$ cat src/rtl/phy_rx_pkg.sv
// phy_rx_pkg: shared defaults, link state encoding and pointer-width helper for phy_rx_fifo
package phy_rx_pkg;
  localparam int DATA_WIDTH = 32;
  localparam int DEPTH = 8;
  localparam int IDLE_TIMEOUT = 16;
  typedef enum logic {LINK_IDLE, LINK_ACTIVE} link_state_t;
  function automatic int ptr_w(input int depth);
    return $clog2(depth);
  endfunction
endpackage

$ cat src/rtl/phy_rx_fifo_mem.sv
// phy_rx_fifo_mem: DEPTH x DATA_WIDTH storage, one synchronous write port, registered read port
module phy_rx_fifo_mem #(
  parameter int DATA_WIDTH = phy_rx_pkg::DATA_WIDTH,
  parameter int DEPTH = phy_rx_pkg::DEPTH
) (
  input  logic                               clk,
  input  logic                               rst,
  input  logic                               we,
  input  logic [phy_rx_pkg::ptr_w(DEPTH)-1:0] waddr,
  input  logic [DATA_WIDTH-1:0]              wdata,
  input  logic                               re,
  input  logic [phy_rx_pkg::ptr_w(DEPTH)-1:0] raddr,
  output logic [DATA_WIDTH-1:0]              rdata
);
  logic [DATA_WIDTH-1:0] mem [DEPTH];
  always_ff @(posedge clk) begin
    if (we) mem[waddr] <= wdata;
  end
  // A read and write to the same slot in one cycle returns the old word (full FIFO push+pop)
  always_ff @(posedge clk) begin
    if (rst) rdata <= '0;
    else if (re) rdata <= mem[raddr];
  end
endmodule

$ cat src/rtl/phy_rx_fifo.sv
// phy_rx_fifo: receive FIFO behind the phy with occupancy flags, sticky errors and link activity
// Optional rx_word_total push counter enabled by PHY_RX_FIFO_STATS_EN.
module phy_rx_fifo #(
  parameter int DATA_WIDTH = phy_rx_pkg::DATA_WIDTH,
  parameter int DEPTH = phy_rx_pkg::DEPTH,
  parameter int AF_THRESH = 6,
  parameter int AE_THRESH = 2,
  parameter int IDLE_TIMEOUT = phy_rx_pkg::IDLE_TIMEOUT
) (
  input  logic                       clk_f,
  input  logic                       reset,
  input  logic [DATA_WIDTH-1:0]      data_final,
  input  logic                       valid_final,
  input  logic                       pop,
  output logic [DATA_WIDTH-1:0]      data_out,
  output logic                       valid_out,
  output logic                       fifo_full,
  output logic                       fifo_empty,
  output logic                       almost_full,
  output logic                       almost_empty,
  output logic [$clog2(DEPTH):0]     word_count,
  output logic                       overflow_err,
  output logic                       underflow_err,
  output logic                       link_active
`ifdef PHY_RX_FIFO_STATS_EN
  ,
  output logic [15:0]                rx_word_total
`endif
);
  import phy_rx_pkg::*;
  localparam int AW = ptr_w(DEPTH);
  localparam int CW = AW + 1;
  localparam int IW = $clog2(IDLE_TIMEOUT + 1);
  logic [AW-1:0] wr_ptr, rd_ptr;
  logic [CW-1:0] cnt_nxt;
  logic          pop_ok, push;
  logic [IW-1:0] idle_cnt;
  link_state_t   state;
  assign pop_ok  = pop && !fifo_empty;
  assign push    = valid_final && (!fifo_full || pop_ok);
  assign cnt_nxt = word_count + CW'(push) - CW'(pop_ok);
  phy_rx_fifo_mem #(.DATA_WIDTH(DATA_WIDTH), .DEPTH(DEPTH)) u_mem (
    .clk(clk_f),
    .rst(reset),
    .we(push),
    .waddr(wr_ptr),
    .wdata(data_final),
    .re(pop_ok),
    .raddr(rd_ptr),
    .rdata(data_out)
  );
  // Flags are computed from the next count so they match word_count after every edge
  always_ff @(posedge clk_f) begin
    if (reset) begin
      wr_ptr        <= '0;
      rd_ptr        <= '0;
      word_count    <= '0;
      valid_out     <= 1'b0;
      fifo_full     <= 1'b0;
      fifo_empty    <= 1'b1;
      almost_full   <= 1'b0;
      almost_empty  <= 1'b1;
      overflow_err  <= 1'b0;
      underflow_err <= 1'b0;
    end else begin
      if (push) wr_ptr <= wr_ptr + 1'b1;
      if (pop_ok) rd_ptr <= rd_ptr + 1'b1;
      word_count   <= cnt_nxt;
      valid_out    <= pop_ok;
      fifo_full    <= cnt_nxt == CW'(DEPTH);
      fifo_empty   <= cnt_nxt == '0;
      almost_full  <= cnt_nxt >= CW'(AF_THRESH);
      almost_empty <= cnt_nxt <= CW'(AE_THRESH);
      if (valid_final && fifo_full && !pop) overflow_err <= 1'b1;
      if (pop && fifo_empty) underflow_err <= 1'b1;
    end
  end
  always_ff @(posedge clk_f) begin
    if (reset) begin
      state       <= LINK_IDLE;
      idle_cnt    <= '0;
      link_active <= 1'b0;
    end else if (state == LINK_IDLE) begin
      if (valid_final) begin
        state       <= LINK_ACTIVE;
        link_active <= 1'b1;
        idle_cnt    <= '0;
      end
    end else if (valid_final) begin
      idle_cnt <= '0;
    end else if (idle_cnt == IW'(IDLE_TIMEOUT - 1)) begin
      state       <= LINK_IDLE;
      link_active <= 1'b0;
      idle_cnt    <= '0;
    end else begin
      idle_cnt <= idle_cnt + 1'b1;
    end
  end
`ifdef PHY_RX_FIFO_STATS_EN
  always_ff @(posedge clk_f) begin
    if (reset) rx_word_total <= '0;
    else if (push && rx_word_total != 16'hFFFF) rx_word_total <= rx_word_total + 1'b1;
  end
`endif
endmodule

$ cat config.mk
export PLATFORM = sky130hd
export DESIGN_NAME = phy_rx_fifo
export DESIGN_NICKNAME = d
export VERILOG_FILES = /design/src/rtl/phy_rx_pkg.sv /design/src/rtl/phy_rx_fifo_mem.sv /design/src/rtl/phy_rx_fifo.sv
export SDC_FILE = /design/constraint.sdc
export NUM_CORES = 1
export LEC_CHECK = 0
export CORE_AREA = 2 2 149 151
export DETAILED_ROUTE_END_ITERATION = 10
export DIE_AREA = 0 0 151 153
export DONT_BUFFER_PORTS = 1
export PLACE_DENSITY = 0.85
export SLEW_MARGIN = 20
export SYNTH_ARGS = -nofsm -noshare
export SYNTH_HDL_FRONTEND = slang
export SYNTH_HIERARCHICAL = 1
export SYNTH_SLANG_ARGS = --single-unit
$ cat constraint.sdc
create_clock -name clk_f -period 3.5 [get_ports clk_f]
set_clock_uncertainty 0.1 [all_clocks]
set_input_delay 0.35 -clock clk_f [delete_from_list [all_inputs] [get_ports clk_f]]
set_output_delay 0.35 -clock clk_f [all_outputs]
set_load 0.02 [all_outputs]
==> impl_metrics.tcl <==
set metrics [dict create \
    status "complete, no violations" \
    synth_mux_area_share_pct 11.52 \
    finalCritPeriodShare_pct 74.54 \
    synthSimpleGateAreaFrac_pct 3.150 \
    p_leak_uw 0.004421 \
    register_area_mm2 0.008812 \
    crit_fanout 5 \
    row_count 54 \
    placed_area_mm2 0.01232 \
    worstSetupEndpointType "register" \
    finalSetupTns_ns 0 \
    postSynthCellCount 706 \
    synth_edf_count 256 \
    die_x_um 151 \
    port_buffers 0 \
    ios 80 \
    floorplan.initialDensity_pct 55.84 \
    crit_arrival_ns 2.92 \
    seq_area_frac_synth_pct 73.43 \
    drtIter0Drc 761 \
    die-height_um 153 \
    gp_congestion 0.7619 \
    drv_cap 0 \
    synth_top_family_by_area "multiplexers" \
    grt_antenna_before_repair 0 \
    finalNonFillerCells 1045 \
    cts.path.max_buffers 3 \
    ys.flop_type "edfxtp_1" \
    cts_tree "done" \
    cts_buffers 29 \
    clock_sinks 312 \
    async_flop_share_pct 0 \
    fill_cells 1408 \
    synth_warnings 6 \
    synthesis.nets 750 \
    synth-adder-area-share_pct 0.8970 \
    synth-xor-area-share_pct 0.6466 \
    final_antenna_net_count 0 \
    slew_headroom_pct 31.07 \
    grt_overflow 0 \
    finalCoreUtilization_pct 63.50 \
    fin_area_mm2 0.01364 \
    clk_pin_slew_ns 0.06 \
    coreArea_mm2 0.02149 \
    dpl.hpwl_um 12720 \
    drive_above_1_share_pct 20.92 \
    layout-area-overhead-vs-synth_pct 13.74 \
    holdCritPathClass "input port to register" \
    max_freq_ghz 0.3833 \
    hold_violations 0 \
    insertedDiodeCount 0 \
    powerDensity_mw_per_mm2 709.8 \
    grt_first_pass_wirelength_um 37490 \
    grt_start_max_net_pins 69 \
    peakVddDrop_mv 0.6139 \
    synthDistinctLibCells 42 \
    synth_compound_area_share_pct 8.083 \
    via_count 6460 \
    ff2ff_setup_slack_ns 0.89 \
    ys_ff_latch 312 \
    drc_errors 0 \
    dp_cells 957 \
    nNetsFinal 787 \
    rsz0062_at_grt "false" \
    firstDrtPassIters 5 \
    period_needed_ns 2.609 \
    die_area_mm2 0.02310 \
    grt_pass1_vias 6912 \
    grt_use_total_pct 21.10 \
    path_class "register to register" \
    crit_path_start_kind "register" \
    routedWlPerCell_um 23.16 \
    h-tree-depth 1 \
    tightest_slew_ns 1.032 \
    worstSkewPairLatency_ns 0.54 \
    cts-resized-gates 0 \
    slew_viol_final 0 \
    wl_um 24200 \
    synthesis.area_mm2 0.01200 \
    finalSetupViolations 0 \
    via_per_inst 6.182 \
    multiInputGateArea_mm2 0.003003 \
    syn_area_per_cell_um2 16.99 \
    cts-root-buf "clkbuf_16" \
    cp_data_required_time_ns 3.81 \
]
==> flip-flops by register name, summed over array words and instances, names as in the netlist, 3 cells and up <==
| register | cells |
|---|---|
| u_mem/rdata | 32 |
| idle_cnt | 5 |
| u_mem/mem | 256 |
| word_count | 4 |
| wr_ptr | 3 |
| rd_ptr | 3 |
==> per-stage QoR <==
step | setup slack (ns) | hold slack (ns) | power (µW)
2_1_floorplan | 0.7024 | 0.3102 | 6155
3_3_place_gp | 1.034 | 0.3177 | 6404
3_5_place_dp | 0.8920 | 0.3261 | 6514
4_1_cts | 0.8742 | 0.05322 | 9707
5_1_grt | 0.6879 | 0.07801 | 10050
6_report | 0.8911 | 0.07506 | 9685
==> report_power, final <==
group / switching, µW / internal [µW]
logic: 974 / 759
clock network: 1300 / 1840
registers: 418 / 4400
==> Yosys cell counts (3+ instances only) <==
library cell / number / area [µm²]
a211oi_2: 18 / 225.2
nand2b_1: 6 / 37.54
edfxtp_1: 256 / 7687
o22ai_1: 18 / 112.6
nor2b_1: 3 / 18.77
buf_6: 6 / 67.56
a221o_1: 18 / 180.2
clkbuf_1: 24 / 90.09
a211oi_1: 14 / 105.1
mux2i_1: 65 / 650.6
nor2_1: 52 / 195.2
nor3_1: 7 / 35.03
ha_1: 7 / 87.58
a22oi_1: 14 / 105.1
xor2_1: 5 / 43.79
mux2_2: 65 / 732.0
buf_2: 4 / 20.02
buf_4: 4 / 30.03
dfxtp_1: 56 / 1121
a21oi_1: 6 / 30.03
nand2_1: 11 / 41.29
o221ai_1: 14 / 122.6
inv_1: 10 / 37.54
==> repair_timing <==
| item | CTS | global route |
|---|---|---|
| setup endpoints to repair | 0 | 0 |
| endpoints found under the hold margin | 312 | 0 |
| buffers inserted | 0 | 0 |
| hold buffers | 35 | 0 |
==> final cells by class <==
class,count,area share [%]
clock inverters,12,1.082
repair buffers,47,3.540
flip-flops and latches,312,64.59
inverters,10,0.2751
well taps,280,2.568
clock buffers,41,5.942
multi-input cells,343,22.01
==> critical path, stage by stage (launching register included) <==
cell      delay (ns)
dfxtp_1         0.39
nand2b_4        0.21
a21boi_4        0.23
inv_1           0.07
ha_1            0.28
inv_1           0.06
ha_1            0.16
inv_1           0.06
fa_1            0.38
xor2_1          0.32
nand2b_1        0.16
o21ai_0         0.08
==> kinds of logic after synthesis <==
logic type,count (synthesis)
xor+xnor,8
fa+ha+maj,8
simple gates,85
buf+inv,51
flops,312
compound gates,112
mux,130
==> cell usage in the layout, fill, tap and decap left out, types with 8 or more instances in the layout <==
| cell type | Yosys | final |
|---|---|---|
| clkbuf_16 | 0 | 29 |
| a221o_1 | 18 | 18 |
| buf_4 | 4 | 10 |
| mux2_2 | 65 | 65 |
| inv_1 | 10 | 9 |
| dlygate4sd3_1 | 0 | 34 |
| clkbuf_1 | 24 | 8 |
| dfxtp_1 | 56 | 55 |
| mux2i_1 | 65 | 65 |
| a22oi_1 | 14 | 14 |
| nor2_1 | 52 | 45 |
| o221ai_1 | 14 | 14 |
| a211oi_2 | 18 | 18 |
| o22ai_1 | 18 | 18 |
| nand2_1 | 11 | 10 |
| edfxtp_1 | 256 | 256 |
| a211oi_1 | 14 | 14 |
==> worst paths after layout <==
check | start | to | cells past startpoint
max | fifo_empty | almost_full | 11
min | valid_final | wr_ptr[0] | 3
max reg2reg | fifo_empty | almost_full | 11
min reg2reg | idle_cnt[4] | idle_cnt[4] | 2
==> layer usage <==
| metal | vias up | GRT usage, % | routed length, µm |
|---|---|---|---|
| li1 | 2841 | - | - |
| met1 | 3247 | 27.12 | 9381 |
| met2 | 306 | 35.11 | 12120 |
| met3 | 66 | 4.836 | 1962 |
| met4 | 0 | 7.966 | 737 |
| met5 | - | 0 | 0 |
Power figures use the tool's default switching activity.
